`src/rtl/prop_plug_host_if.sv`:
```
// rtl/prop_plug_host_if.sv - Byte-level TX/RX handshake between a loader engine and prop_plug_host
interface prop_plug_host_if;
    logic [7:0] tx_data;
    logic       tx_valid;
    logic       tx_ready;
    logic [7:0] rx_data;
    logic       rx_valid;
    logic       rx_err;

    modport master (
        output tx_data,
        output tx_valid,
        input  tx_ready,
        input  rx_data,
        input  rx_valid,
        input  rx_err
    );

    modport slave (
        input  tx_data,
        input  tx_valid,
        output tx_ready,
        output rx_data,
        output rx_valid,
        output rx_err
    );
endinterface

```
`src/rtl/prop_plug_host.sv`:
```
// rtl/prop_plug_host.sv - Prop Plug host: target reset/boot sequencer, TX FIFO and 8N1 UART
// Optional PROPPLUG_LOOPBACK_EN adds i_loopback, feeding the receiver from the internal txd.
module prop_plug_host #(
    parameter int BAUD_DIV         = 694,
    parameter int RESET_CYCLES     = 8000,
    parameter int BOOT_WAIT_CYCLES = 8000000,
    parameter int FIFO_AW          = 4
) (
    input  logic            i_clock,
    input  logic            i_res_n,
    input  logic            i_start,
`ifdef PROPPLUG_LOOPBACK_EN
    input  logic            i_loopback,
`endif
    prop_plug_host_if.slave bus,
    output logic            o_busy,
    output logic            o_target_res,
    output logic            o_txd,
    input  logic            i_rxd
);
    localparam int SEQ_MAX = (RESET_CYCLES > BOOT_WAIT_CYCLES) ? RESET_CYCLES : BOOT_WAIT_CYCLES;
    localparam int SEQ_W   = $clog2(SEQ_MAX + 1);
    localparam logic [SEQ_W-1:0] RESET_LOAD = SEQ_W'(RESET_CYCLES - 1);
    localparam logic [SEQ_W-1:0] BOOT_LOAD  = SEQ_W'(BOOT_WAIT_CYCLES - 1);
    localparam logic [15:0]      BAUD_LOAD  = 16'(BAUD_DIV - 1);
    localparam logic [15:0]      HALF_LOAD  = 16'(BAUD_DIV / 2 - 1);

    typedef enum logic [1:0] {S_IDLE, S_RESET_PULSE, S_BOOT_WAIT, S_RUN} seq_state_t;
    typedef enum logic [1:0] {R_IDLE, R_START, R_DATA, R_WAIT_HIGH} rx_state_t;

    seq_state_t       r_seq_state;
    logic [SEQ_W-1:0] r_seq_cnt;
    logic             r_target_res;

    always_ff @(posedge i_clock or negedge i_res_n) begin
        if (!i_res_n) begin
            r_seq_state  <= S_IDLE;
            r_seq_cnt    <= '0;
            r_target_res <= 1'b0;
        end else if (i_start) begin
            r_seq_state  <= S_RESET_PULSE;
            r_seq_cnt    <= RESET_LOAD;
            r_target_res <= 1'b1;
        end else begin
            case (r_seq_state)
                S_RESET_PULSE: begin
                    if (r_seq_cnt == '0) begin
                        r_seq_state  <= S_BOOT_WAIT;
                        r_seq_cnt    <= BOOT_LOAD;
                        r_target_res <= 1'b0;
                    end else begin
                        r_seq_cnt <= r_seq_cnt - 1'b1;
                    end
                end
                S_BOOT_WAIT: begin
                    if (r_seq_cnt == '0) begin
                        r_seq_state <= S_RUN;
                    end else begin
                        r_seq_cnt <= r_seq_cnt - 1'b1;
                    end
                end
                default: ;
            endcase
        end
    end

    logic [7:0]       r_fifo [2**FIFO_AW];
    logic [FIFO_AW:0] r_wr_ptr;
    logic [FIFO_AW:0] r_rd_ptr;
    logic             r_tx_active;
    logic [7:0]       r_tx_sr;
    logic [3:0]       r_tx_bit;
    logic [15:0]      r_tx_baud;
    logic             r_txd;
    logic             w_empty;
    logic             w_full;
    logic             w_push;
    logic             w_pop;

    assign w_empty      = (r_wr_ptr == r_rd_ptr);
    assign w_full       = (r_wr_ptr[FIFO_AW] != r_rd_ptr[FIFO_AW]) &&
                          (r_wr_ptr[FIFO_AW-1:0] == r_rd_ptr[FIFO_AW-1:0]);
    assign bus.tx_ready = (r_seq_state == S_RUN) && !w_full;
    assign w_push       = bus.tx_valid && bus.tx_ready && !i_start;
    assign w_pop        = !r_tx_active && !w_empty && !i_start;

    always_ff @(posedge i_clock) begin
        if (w_push) begin
            r_fifo[r_wr_ptr[FIFO_AW-1:0]] <= bus.tx_data;
        end
    end

    // The shifter releases itself one cycle before the stop bit ends so the next
    // pop lands exactly on the following bit boundary (no gap between frames).
    always_ff @(posedge i_clock or negedge i_res_n) begin
        if (!i_res_n) begin
            r_wr_ptr    <= '0;
            r_rd_ptr    <= '0;
            r_tx_active <= 1'b0;
            r_tx_sr     <= '0;
            r_tx_bit    <= '0;
            r_tx_baud   <= '0;
            r_txd       <= 1'b1;
        end else if (i_start) begin
            r_wr_ptr    <= '0;
            r_rd_ptr    <= '0;
            r_tx_active <= 1'b0;
            r_tx_bit    <= '0;
            r_tx_baud   <= '0;
            r_txd       <= 1'b1;
        end else begin
            if (w_push) begin
                r_wr_ptr <= r_wr_ptr + 1'b1;
            end
            if (w_pop) begin
                r_rd_ptr    <= r_rd_ptr + 1'b1;
                r_tx_sr     <= r_fifo[r_rd_ptr[FIFO_AW-1:0]];
                r_tx_bit    <= '0;
                r_tx_baud   <= BAUD_LOAD;
                r_tx_active <= 1'b1;
                r_txd       <= 1'b0;
            end else if (r_tx_active) begin
                if (r_tx_bit == 4'd9 && r_tx_baud == 16'd1) begin
                    r_tx_active <= 1'b0;
                end else if (r_tx_baud != 16'd0) begin
                    r_tx_baud <= r_tx_baud - 16'd1;
                end else begin
                    r_txd     <= r_tx_sr[0];
                    r_tx_sr   <= {1'b1, r_tx_sr[7:1]};
                    r_tx_bit  <= r_tx_bit + 4'd1;
                    r_tx_baud <= BAUD_LOAD;
                end
            end
        end
    end

    assign o_txd        = r_txd;
    assign o_target_res = r_target_res;
    assign o_busy       = (r_seq_state == S_RESET_PULSE) || (r_seq_state == S_BOOT_WAIT) ||
                          !w_empty || r_tx_active;

    logic w_rx_in;
`ifdef PROPPLUG_LOOPBACK_EN
    assign w_rx_in = i_loopback ? r_txd : i_rxd;
`else
    assign w_rx_in = i_rxd;
`endif

    rx_state_t   r_rx_state;
    logic        r_rx_s1;
    logic        r_rx_s2;
    logic        r_rx_prev;
    logic [15:0] r_rx_baud;
    logic [3:0]  r_rx_bit;
    logic [7:0]  r_rx_sr;
    logic [7:0]  r_rx_data;
    logic        r_rx_valid;
    logic        r_rx_err;

    // Synchroniser resets to the idle-high line level so reset release never looks like a start edge.
    always_ff @(posedge i_clock or negedge i_res_n) begin
        if (!i_res_n) begin
            r_rx_state <= R_IDLE;
            r_rx_s1    <= 1'b1;
            r_rx_s2    <= 1'b1;
            r_rx_prev  <= 1'b1;
            r_rx_baud  <= '0;
            r_rx_bit   <= '0;
            r_rx_sr    <= '0;
            r_rx_data  <= '0;
            r_rx_valid <= 1'b0;
            r_rx_err   <= 1'b0;
        end else begin
            r_rx_s1    <= w_rx_in;
            r_rx_s2    <= r_rx_s1;
            r_rx_prev  <= r_rx_s2;
            r_rx_valid <= 1'b0;
            r_rx_err   <= 1'b0;
            case (r_rx_state)
                R_IDLE: begin
                    if (r_rx_prev && !r_rx_s2) begin
                        r_rx_state <= R_START;
                        r_rx_baud  <= HALF_LOAD;
                    end
                end
                R_START: begin
                    if (r_rx_baud != 16'd0) begin
                        r_rx_baud <= r_rx_baud - 16'd1;
                    end else if (r_rx_s2) begin
                        r_rx_state <= R_IDLE;
                    end else begin
                        r_rx_state <= R_DATA;
                        r_rx_baud  <= BAUD_LOAD;
                        r_rx_bit   <= '0;
                    end
                end
                R_DATA: begin
                    if (r_rx_baud != 16'd0) begin
                        r_rx_baud <= r_rx_baud - 16'd1;
                    end else if (r_rx_bit == 4'd8) begin
                        r_rx_data <= r_rx_sr;
                        if (r_rx_s2) begin
                            r_rx_valid <= 1'b1;
                            r_rx_state <= R_IDLE;
                        end else begin
                            r_rx_err   <= 1'b1;
                            r_rx_state <= R_WAIT_HIGH;
                        end
                    end else begin
                        r_rx_sr   <= {r_rx_s2, r_rx_sr[7:1]};
                        r_rx_bit  <= r_rx_bit + 4'd1;
                        r_rx_baud <= BAUD_LOAD;
                    end
                end
                default: begin
                    if (r_rx_s2) begin
                        r_rx_state <= R_IDLE;
                    end
                end
            endcase
        end
    end

    assign bus.rx_data  = r_rx_data;
    assign bus.rx_valid = r_rx_valid;
    assign bus.rx_err   = r_rx_err;
endmodule

```
`src/flat_wrapper.sv`:
```
// flat-port wrapper written by rule: the top's interface ports become plain ports
module prop_plug_host_flat 
#(
    parameter int BAUD_DIV         = 694,
    parameter int RESET_CYCLES     = 8000,
    parameter int BOOT_WAIT_CYCLES = 8000000,
    parameter int FIFO_AW          = 4
)
  (i_clock, i_res_n, i_start, o_busy, o_target_res, o_txd, i_rxd, bus_tx_data, bus_tx_valid, bus_tx_ready, bus_rx_data, bus_rx_valid, bus_rx_err);
  prop_plug_host_if bus_i ();
  input  logic i_clock;
  input  logic i_res_n;
  input  logic i_start;
  output logic o_busy;
  output logic o_target_res;
  output logic o_txd;
  input  logic i_rxd;
  input wire logic [$bits(bus_i.tx_data)-1:0] bus_tx_data;
  input wire logic [$bits(bus_i.tx_valid)-1:0] bus_tx_valid;
  output wire logic [$bits(bus_i.tx_ready)-1:0] bus_tx_ready;
  output wire logic [$bits(bus_i.rx_data)-1:0] bus_rx_data;
  output wire logic [$bits(bus_i.rx_valid)-1:0] bus_rx_valid;
  output wire logic [$bits(bus_i.rx_err)-1:0] bus_rx_err;
  assign bus_i.tx_data = bus_tx_data;
  assign bus_i.tx_valid = bus_tx_valid;
  assign bus_tx_ready = bus_i.tx_ready;
  assign bus_rx_data = bus_i.rx_data;
  assign bus_rx_valid = bus_i.rx_valid;
  assign bus_rx_err = bus_i.rx_err;
  prop_plug_host #(.BAUD_DIV(BAUD_DIV), .RESET_CYCLES(RESET_CYCLES), .BOOT_WAIT_CYCLES(BOOT_WAIT_CYCLES), .FIFO_AW(FIFO_AW)) u_core (.i_clock(i_clock), .i_res_n(i_res_n), .i_start(i_start), .bus(bus_i), .o_busy(o_busy), .o_target_res(o_target_res), .o_txd(o_txd), .i_rxd(i_rxd));
endmodule
```
`config.mk`:
```
export PLATFORM = sky130hd
export DESIGN_NAME = prop_plug_host_flat
export DESIGN_NICKNAME = d
export VERILOG_FILES = /design/src/rtl/prop_plug_host_if.sv /design/src/rtl/prop_plug_host.sv /design/src/flat_wrapper.sv
export SDC_FILE = /design/constraint.sdc
export NUM_CORES = 1
export LEC_CHECK = 0
export BUFFER_PORTS_ARGS = -buffer_cell sky130_fd_sc_hd__buf_4
export CORE_MARGIN = 5
export CORE_UTILIZATION = 58
export CTS_BUF_LIST = sky130_fd_sc_hd__clkbuf_16
export DETAILED_ROUTE_END_ITERATION = 16
export PLACE_DENSITY_LB_ADDON = 0.25
export SYNTH_ARGS = -nofsm -noshare
export SYNTH_HDL_FRONTEND = slang
export SYNTH_SLANG_ARGS = --single-unit
```
`constraint.sdc`:
```
create_clock -name i_clock -period 3.4 [get_ports i_clock]
set_clock_uncertainty 0.15 [all_clocks]
set_input_delay 0.17 -clock i_clock [delete_from_list [all_inputs] [get_ports i_clock]]
set_output_delay 0.17 -clock i_clock [all_outputs]
set_load 0.1 [all_outputs]
```
# Word-level counts from Yosys, hierarchy flattened
# Memories as Yosys holds them, arrays and structs flattened.
# Index checks and enable logic that the tools add are counted.
# word_totals
register_bits	109
ram_bits	128
in_bits	13
out_inout_bits	14
word_cells	165
memories	1
# memory_table
memory	words	width	read_ports	rd_clocked_by_memory_dff	write_ports	line_no	source
u_core.r_fifo	16	8	1	0	1	prop_plug_host.sv:67	logic [7:0] r_fifo [2**FIFO_AW];
# op_classes
add_sub_neg	7
eq_ne	26
n_mux	67
n_bitwise	3
reduce_logical	41
# ops
operator	n
16-bit 2-to-1 mux	10
23-bit 2-to-1 mux	3
16-bit case mux with 3 select lines	1
23-bit case mux with 2 select lines	1
4-bit 2-to-1 mux	9
8-bit 2-to-1 mux	4
16-bit nonzero test	2
16-bit by 1-bit subtractor with 16-bit output (second input constant)	2
23-bit logical NOT	1
23-bit by 1-bit subtractor with 23-bit output (second input constant)	1
1-bit 2-to-1 mux	22
2-bit 2-to-1 mux	10
5-bit 2-to-1 mux	4
16-bit by 1-bit == test with 1-bit output (second input constant)	1
3-bit by 2-bit != test with 1-bit output (second input constant)	5
3-bit AND reduction	4
2-bit nonzero test	6
5-bit by 1-bit adder with 5-bit output (second input constant)	2
5-bit AND reduction	2
3-bit nonzero test	3
4-bit by 1-bit adder with 4-bit output (second input constant)	2
4-bit == test (second input constant)	2
1-bit logical AND	8
2-bit by 1-bit != test with 1-bit output (second input constant)	4
17 further kinds	35

# Logic depth before layout (Yosys ltp)
# Gate-level depths: netlist (run 1).
# depth
ltp_word	8
ltp_mapped	11
ltp_nobuf	8

# Least setup slack after synthesis (run 1)
# Ideal clock, no wire load.
# synth_timing
path_kind	register to output
from	register u_core.r_rd_ptr[0]
to	output port bus_tx_ready
t_arrival_ns	3.075
required_ns	3.080
path_slack_ns	0.005
path_stages_with_launch	5
n_path_buf	1
cell_sequence	dfrtp_1 -> clkbuf_1 -> xor2_1 -> nor4_1 -> a21boi_0
# synth_via
elab_chain_len	4
# synth_rtl
item	line_no	source
from (decl)	prop_plug_host.sv:69	logic [FIFO_AW:0] r_rd_ptr;
from (signal assigned)	prop_plug_host.sv:116	r_rd_ptr <= r_rd_ptr + 1'b1;
4-bit == test	prop_plug_host.sv:82	(r_wr_ptr[FIFO_AW-1:0] == r_rd_ptr[FIFO_AW-1:0]);
1-bit logical AND	prop_plug_host.sv:81	assign w_full = (r_wr_ptr[FIFO_AW] != r_rd_ptr[FIFO_AW]) &&
1-bit logical NOT	prop_plug_host.sv:83	assign bus.tx_ready = (r_seq_state == S_RUN) && !w_full;
1-bit logical AND	prop_plug_host.sv:83	
to (decl)	flat_wrapper.sv:20	output wire logic [$bits(bus_i.tx_ready)-1:0] bus_tx_ready;
# Every way passes these cells.

# Final worst setup path (run 1)
# layout_timing
from	register u_core.r_tx_baud[4]
to	register u_core.r_tx_baud[10]
# layout_via
elab_chain_len	6
word_cells_on_any_way	11
cone_classes	add/sub: 1; eq/ne: 2; mux: 5; reduce/logical: 3
# layout_rtl
item	line_no	source
from (decl)	prop_plug_host.sv:73	logic [15:0] r_tx_baud;
from (signal assigned)	prop_plug_host.sv:126	r_tx_baud <= r_tx_baud - 16'd1;
16-bit by 1-bit subtractor with 16-bit output / 16-bit nonzero test (equally long branches)	prop_plug_host.sv:126, prop_plug_host.sv:125	
16-bit 2-to-1 mux	prop_plug_host.sv:125	end else if (r_tx_baud != 16'd0) begin
16-bit 2-to-1 mux	prop_plug_host.sv:123	if (r_tx_bit == 4'd9 && r_tx_baud == 16'd1) begin
16-bit 2-to-1 mux	prop_plug_host.sv:122	end else if (r_tx_active) begin
16-bit 2-to-1 mux	prop_plug_host.sv:115	if (w_pop) begin
16-bit 2-to-1 mux	prop_plug_host.sv:104	end else if (i_start) begin
# Parallel ways exist; a longest one is shown, timed or not. The select of a mux whose other input is x is not followed.
# A chain may end at the register's enable or synchronous reset.

==> PnR_summary.wiki, run 1 <==
{| class="wikitable"
! Metric !! Value
|-
| Vias in the first global route || 7,153
|-
| Worst min-delay path endpoint || u_core.r_wr_ptr[0]
|-
| Worst slew margin relative to its limit || 33.5%
|-
| Count of inserted antenna diode cells || 0
|-
| Switching Power || 1.90 mW
|-
| Setup TNS || 0 ns
|-
| Path depth of the worst reg2reg path || 6
|-
| Chain of cells forming the critical path || or4_4, or3_4, or4_1, a21oi_2, o21ai_0, a21oi_1
|-
| CTS tree || yes
|-
| Final clock period utilization by the worst path || 86.3%
|-
| PwrDens || 571 nW/um2
|-
| First-iteration detailed-routing DRC count || 557
|-
| Async SR Flop Fraction || between 40% and 50%
|-
| Count of endpoints failing hold in the final timing report || 0
|-
| Slowest stage delay, CP || 0.57 ns
|-
| ANT nets after route || 0
|-
| Final hold slack || 0.0684 ns
|-
| Slew @ Worst Pin || between 0.9 and 1 ns
|-
| IR drop worst, VDD || between 0.4 and 0.5 mV
|-
| Starting Density || between 50% and 60%
|-
| Clk root buf || clkbuf_16
|-
| Die outline width || about 150 um
|-
| Proportion of synthesized chip area in sequential cells || 60.9%
|-
| Initial antenna violation count || 0
|-
| Latest clock arrival within the worst-skew pair || roughly 0.53 ns
|-
| CTS H-tree lvls || 1
|-
| Critical Path Slowest Stage Cell || or4_4
|-
| Most used flip-flop cell after synthesis || edfxtp_1
|-
| Post-Synthesis Cell Area || 10,800 um2
|-
| Number of synthesis warnings || 0
|-
| Number of cells on the worst hold path || 6
|-
| Minimum clock period || 2.93 ns
|-
| Overflow left after global routing || 0
|-
| Outcome || completed
|-
| Chip height || 146 um
|-
| Vias || 7,094
|-
| Total area of multi-input combinational cells || 3970 um2
|-
| Number of violations of the max-capacitance limit || 0
|-
| Drt wl/cell || 19.7 um
|-
| Clock Power Share || 35.8%
|-
| Share of cells above drive strength 1 || 17.6%
|-
| Min-Delay Startpoint || bus_tx_valid
|-
| CP top delay family || simple AND/OR/NAND/NOR gates
|-
| Buffers on Ports || 26
|-
| Arr. time, crit path || 3.22 ns
|-
| Total number of clock tree sinks || ~240
|-
| Required time at the endpoint of the critical path || ~3.7 ns
|-
| Switching Fraction || 27.3%
|-
| Number of detailed-route iterations in the first pass || 5
|-
| Critical path buffer and inverter count || 0
|-
| Weighted congestion reported at the end of routability-driven placement || 0.915
|-
| R2R Path Start || u_core.r_tx_baud[4]
|-
| Net Count, Synth || about 900
|-
| Final setup vio count || 0
|-
| Filler Cells Inserted || 1,331
|-
| Kind of path behind the tightest hold check || input pin to flip-flop
|-
| Leakage power total || approximately 4.6 nW
|-
| Top fanout value on the critical path || 12
|-
| Library cell occupying the most area in the post-synthesis netlist || edfxtp_1
|-
| Utilization after layout || roughly two thirds
|-
| Classification of the worst setup path || flip-flop to flip-flop
|-
| Register bit count reported by yosys || 237
|-
| Sum of routed wire length over all layers || 22.6 mm
|-
| Sequential cell fraction of total power || 47.7%
|-
| Gate count of the mapped netlist || around 850
|-
| Global-route usage over all layers || ~22%
|-
| Rows || 50
|-
| Average cell area after synthesis || 12.7 um2
|-
| Yosys top cell area share || 35.6%
|-
| First-pass GRT wire length || 37.8 mm
|-
| RSZ-0062 raised after global routing || no
|-
| R2R Setup Slk || roughly 0.47 ns
|-
| Leading cell types by total area after synthesis || edfxtp_1 36%, dfrtp_1 24%, mux4_2 5.4%
|-
| EDFF count, synth || 128
|-
| Post-CTS Repair Setup Buffers || 0
|-
| Clk pin slew, worst setup/hold paths || 0.06 ns
|-
| Largest net degree at the start of global routing || 110
|-
| Die area || 21,500 um2
|-
| Number of distinct library cell variants in the gate-level netlist after synthesis || 63
|-
| Worst Setup End Kind || flip-flop
|-
| Post-detailed-route via-to-cell ratio || around 6.2
|-
| Detailed-route DRC error count || 0
|-
| Clock buffers created by TritonCTS || 25
|-
| Number of primary I/O pins || 27
|-
| Post-layout nets || 932
|-
| Core area || 18,500 um2
|-
| Register area || 6580 um2
|-
| Internal Dissipation || 5.05 mW
|-
| Share of power burned in combinational logic || between 10% and 20%
|-
| Syn-to-layout area delta || 12.5%
|-
| Number of pins with negative max-slew slack in the final report || 0
|-
| Critical path launch point type || flip-flop
|-
| Final HPWL DP || 14.4 mm
|-
| Number of buffers on the longest clock path || 3
|-
| Upper clock frequency limit || 341 MHz
|-
| Endpoint of the worst-slack reg-to-reg timing path || u_core.r_tx_baud[10]
|-
| Total Power Consumption || 6.95 mW
|}
Yosys cell counts, types with 3 or more instances:
cell type / count
a21o_1: 4
a21oi_1: 42
a22o_1: 6
a2bb2oi_1: 8
a31oi_1: 10
and2_1: 4
and3_1: 4
buf_1: 3
buf_2: 6
clkbuf_1: 28
dfrtp_1: 105
dfstp_2: 4
edfxtp_1: 128
ha_1: 23
inv_1: 24
mux2_2: 42
mux2i_1: 3
mux4_2: 26
nand2_1: 53
nand2b_1: 4
nand3_1: 20
nand4_1: 15
nand4b_1: 4
nor2_1: 77
nor3_1: 30
nor4_1: 11
o211ai_1: 3
o21a_1: 4
o21ai_0: 45
o21ai_1: 4
o22ai_1: 24
o31ai_1: 5
or2_2: 3
or3_1: 12
or4_1: 8
xnor2_1: 7
xor2_1: 18
cell usage in the layout, fill, tap and decap left out, types with 3 or more instances in the layout:
cell type	instances
dfstp_2	4
dfrtp_1	104
or3_1	12
and3_1	4
nand2b_1	4
nand2_1	53
mux2_2	42
dlygate4sd3_1	11
o21ai_0	45
or2_2	3
o21a_1	4
a21oi_1	41
nand4b_1	4
or4_1	8
o31ai_1	5
nor4_1	11
buf_4	45
xnor2_1	7
xor2_1	18
clkinv_1	6
o211ai_1	3
nand4_1	15
o22ai_1	24
a21o_1	4
inv_1	34
mux2i_1	3
edfxtp_1	128
a22o_1	6
clkbuf_16	25
nand3_1	20
a31oi_1	10
ha_1	23
a2bb2oi_1	8
mux4_2	26
o21ai_1	4
nor3_1	30
nor2_1	77
and2_1	4
logic make-up after synthesis:
| family | count (synthesis) | share of synthesized area [%] |
|---|---|---|
| xor gates and xnor gates | 25 | 2.03 |
| and+or+nand+nor | 262 | 12.3 |
| AOI/OAI and AO/OA | 169 | 9.58 |
| DFF | 237 | 60.9 |
| adders and majority gates | 23 | 2.66 |
| buffers and inverters | 64 | 2.47 |
| muxes | 71 | 10.1 |
state kept, by name, summed over array words and instances, names as in the netlist, 4 cells and up:
name	flops
u_core.r_seq_cnt	23
u_core.r_rx_baud	16
u_core.bus.rx_data	8
u_core.r_tx_bit	4
u_core.r_fifo	128
u_core.r_wr_ptr	5
u_core.r_tx_baud	16
u_core.r_tx_sr	8
u_core.r_rx_bit	4
u_core.r_rx_sr	8
u_core.r_rd_ptr	5
worst max-delay path by stage:
| stage | cells after the start | start | end |
|---|---|---|---|
| detailed placement | 6 | u_core.r_tx_baud[4] | u_core.r_tx_baud[10] |
| floorplan | 4 | u_core.r_rd_ptr[0] | bus_tx_ready |
| CTS | 6 | u_core.r_tx_baud[4] | u_core.r_tx_baud[10] |
| global placement | 6 | u_core.r_tx_baud[4] | u_core.r_tx_baud[13] |
| finish | 6 | u_core.r_tx_baud[4] | u_core.r_tx_baud[10] |
| global route | 6 | u_core.r_tx_baud[11] | u_core.r_tx_baud[10] |
power groups by stage:
| stage | sequential (mW) | combinational, mW | clock [mW] |
|---|---|---|---|
| 6_report | 3.31 | 1.14 | 2.49 |
| 5_1_grt | 3.33 | 1.28 | 2.67 |
| 4_1_cts | 3.31 | 1.13 | 2.53 |
| 3_5_place_dp | 3.36 | 1.11 | 0 |
| 3_3_place_gp | 3.35 | 1.04 | 0 |
| 2_1_floorplan | 3.33 | 0.833 | 0 |
routing by layer:
metal  up-vias  global-route usage (%)  share of wire (%)
met2       203                    36.3                 49
met5         -                       0                  0
li1       3308                       -                  -
met4         0                    4.14                1.7
met3        29                    3.17                4.6
met1      3554                    30.3                 44
worst reg2reg max path, cell delays in order, from the launching register on:
cell and delay [ns]:
dfrtp_1 0.41, or4_4 0.57, or3_4 0.36, or4_1 0.56, a21oi_2 0.44, o21ai_0 0.19, a21oi_1 0.17
metrics by stage:
stage | cells | cell area [um2] | setup WS, ns
final | 1148 | 12200 | 0.467
after global routing | 1148 | 12200 | 0.248
after CTS | 1148 | 12200 | 0.223
after detailed placement | 1092 | 11300 | 0.246
after global placement | 1092 | 11300 | 0.491
after floorplan | 851 | 10800 | 0.00515
final cells by class:
type | count | area share (%)
Clock buffer | 25 | 5.15
Clock inverter | 20 | 0.988
Inverter | 24 | 0.741
Multi-Input combinational cell | 550 | 32.6
Sequential cell | 237 | 54.1
Tap cell | 234 | 2.41
Timing Repair Buffer | 58 | 4.01
repair_timing:
| item | 4_1_cts | 5_1_grt |
|---|---|---|
| hold buffers | 11 | 0 |
| resized for setup | 0 | 1 |
| setup endpoints to repair | 0 | 2 |
| hold endpoints to repair | 262 | 0 |
(Power assumes the default switching activity.)
==> run 2: changes to the inputs <==
==> constraint.sdc (replaced) <==
create_clock -name i_clock -period 3.15 [get_ports i_clock]
set_clock_uncertainty 0.15 [all_clocks]
set_input_delay 0.1575 -clock i_clock [delete_from_list [all_inputs] [get_ports i_clock]]
set_output_delay 0.1575 -clock i_clock [all_outputs]
set_load 0.1 [all_outputs]
==> run 2 against run 1 <==
Net effect: maximum frequency is 3.9% higher; via count rose by 1.4%; wire length decreased by 1.2%; critical endpoint is now u_core.r_tx_baud[11].
==> PnR_summary.wiki, run 2 (same netlist as run 1, synthesis figures left out) <==
{| class="wikitable"
! Metric !! Value
|-
| Outcome || completed (unchanged)
|-
| Clk pin slew, worst setup/hold paths || 0.06 ns (about the same)
|-
| Count of endpoints failing hold in the final timing report || 0 (unchanged)
|-
| Die area || 21,500 um2 (unchanged)
|-
| Placed Cells || 1,106 (was 1,092)
|-
| CTS H-tree lvls || 1 (unchanged)
|-
| CTS tree || yes (unchanged)
|-
| Syn-to-layout area delta || 13.3% (was 12.5%)
|-
| Chip height || 146 um (unchanged)
|-
| Vias in the first global route || 7,331 (was 7,153)
|-
| Minimum clock period || 2.82 ns (was 2.93 ns)
|-
| Worst slew margin relative to its limit || 34.6% (was 33.5%)
|-
| PwrDens || 607 nW/um2 (was 571 nW/um2)
|-
| Upper clock frequency limit || 354 MHz (was 341 MHz)
|-
| Largest net degree at the start of global routing || 67 (was 110)
|-
| Max reg flops || 128 (unchanged)
|-
| Share of cells above drive strength 1 || 18.6% (was 17.6%)
|-
| Clock buffers created by TritonCTS || 25 (unchanged)
|-
| Number of primary I/O pins || 27 (unchanged)
|-
| Sequential cell fraction of total power || 48.1% (was 47.7%)
|-
| Vias || 7,193 (was 7,094)
|-
| Total number of clock tree sinks || 237 (unchanged)
|-
| Leading cell types in the layout, fill and taps excluded || 128 x edfxtp_1, 104 x dfrtp_1, 77 x nor2_1 (unchanged)
|-
| Final HPWL DP || 14.7 mm (was 14.4 mm)
|-
| Internal Dissipation || 5.44 mW (was 5.05 mW)
|-
| Leakage power total || 4.65 nW (was 4.60 nW)
|-
| Buffers on Ports || 26 (unchanged)
|-
| RSZ-0062 raised after global routing || no (unchanged)
|-
| Final clock period utilization by the worst path || 89.7% (was 86.3%)
|-
| Slew @ Worst Pin || 0.981 ns (was 0.997 ns)
|-
| Post-layout nets || 946 (was 932)
|-
| Switching Fraction || 26.7% (was 27.3%)
|-
| Sum of routed wire length over all layers || 22.3 mm (was 22.6 mm)
|-
| Global-route usage over all layers || 21.1% (was 21.5%)
|-
| Post-detailed-route via-to-cell ratio || 6.22 (was 6.18)
|-
| Setup slack after layout || 0.326 ns (was 0.467 ns)
|-
| Final hold slack || 0.0289 ns (was 0.0684 ns)
|-
| Cell area after layout || 12,200 um2 (about the same)
|-
| Commonest non-fill, non-tap cell in the layout || edfxtp_1 (unchanged)
|-
| First-pass GRT wire length || 37.2 mm (was 37.8 mm)
|-
| Overflow left after global routing || 0 (unchanged)
|-
| Utilization after layout || 66.1% (was 65.7%)
|-
| ANT nets after route || 0 (unchanged)
|-
| Starting Density || 58.3% (unchanged)
|-
| Drt wl/cell || 19.3 um (was 19.7 um)
|-
| Share of power burned in combinational logic || 16.3% (was 16.5%)
|-
| Classification of the worst setup path || flip-flop to flip-flop (unchanged)
|-
| Core area || 18,500 um2 (unchanged)
|-
| Pre-CTS worst setup slack || 0.337 ns (was 0.246 ns)
|-
| Number of pins with negative max-slew slack in the final report || 0 (unchanged)
|-
| Switching Power || 1.98 mW (was 1.90 mW)
|-
| Clk root buf || clkbuf_16 (unchanged)
|-
| Detailed-route DRC error count || 0 (unchanged)
|-
| Total placed instance area || 11,400 um2 (was 11,300 um2)
|-
| Clock Power Share || 35.5% (was 35.8%)
|-
| Worst Setup End Kind || flip-flop (unchanged)
|-
| Required time at the endpoint of the critical path || 3.39 ns (was 3.69 ns)
|-
| Number of violations of the max-capacitance limit || 0 (unchanged)
|-
| First-iteration detailed-routing DRC count || 544 (was 557)
|-
| Post-route insts no fill || 1,157 (was 1,148)
|-
| Total Power Consumption || 7.42 mW (was 6.95 mW)
|-
| Die outline width || 146 um (unchanged)
|-
| Setup TNS || 0 ns (unchanged)
|-
| Latest clock arrival within the worst-skew pair || 0.53 ns (about the same)
|-
| Arr. time, crit path || 3.06 ns (was 3.22 ns)
|-
| Post-CTS Resized || 0 (unchanged)
|-
| Top fanout value on the critical path || 15 (was 12)
|-
| Weighted congestion reported at the end of routability-driven placement || 0.866 (was 0.915)
|-
| Number of detailed-route iterations in the first pass || 5 (unchanged)
|-
| Rows || 50 (unchanged)
|-
| Kind of path behind the tightest hold check || input pin to asynchronous set/reset pin (was input pin to flip-flop)
|-
| IR drop worst, VDD || 0.484 mV (was 0.464 mV)
|-
| Critical path launch point type || flip-flop (unchanged)
|-
| Count of inserted antenna diode cells || 0 (unchanged)
|-
| Initial antenna violation count || 0 (unchanged)
|-
| Final setup vio count || 0 (unchanged)
|-
| Number of buffers on the longest clock path || 3 (unchanged)
|}
-- run 2: repair_timing --
action / in CTS / in global routing
hold endpoints to repair: 198 / 0
hold buffers: 11 / 0
buffers inserted: 0 / 0
-- run 2: power by group through the flow --
stage,clock network [mW],logic (mW),registers (mW)
after global routing,2.81,1.36,3.60
after floorplan,0,0.899,3.60
after global placement,0,1.12,3.61
after CTS,2.69,1.20,3.57
after detailed placement,0,1.19,3.63
final,2.64,1.21,3.57
-- run 2: critical path, stage by stage (launching register included) --
cell	delay [ns]
dfrtp_1	0.41
or4_4	0.56
or3_4	0.36
or4_4	0.59
and2_4	0.25
nand2b_1	0.28
a21oi_1	0.08
-- run 2: layout make-up --
cell class / instances / area [um2]
Sequential cell: 237 / 6580
Timing Repair Buffer: 72 / 593
Tap cell: 234 / 293
Multi-Input combinational cell: 550 / 3960
Clock inverter: 15 / 98.8
Fill cell: 1351 / 6280
Inverter: 24 / 90.1
Clock buffer: 25 / 626
-- run 2: path summary, 6_finish.rpt --
| check | start | slack, ns | depth (start not counted) | endpoint |
|---|---|---|---|---|
| min in group i_clock | bus_tx_valid | 0.06 | 6 | u_core.r_wr_ptr[0] |
| max reg2reg | u_core.r_tx_baud[4] | 0.33 | 6 | u_core.r_tx_baud[11] |
| min | i_res_n | 0.03 | 2 | u_core.r_seq_cnt[19] |
| min reg2reg | u_core.r_rx_s1 | 0.21 | 0 | u_core.r_rx_s2 |
| max in group asynchronous | i_res_n | 2.01 | 3 | u_core.r_rx_s2 |
| max | u_core.r_tx_baud[4] | 0.33 | 6 | u_core.r_tx_baud[11] |
-- run 2: layer usage --
layer	up-vias	share of wire, %	track usage [%]
met5	-	0	0
met4	0	2.3	5.46
met3	43	4.8	2.86
met2	196	50	36.4
met1	3637	43	28.5
li1	3317	-	-
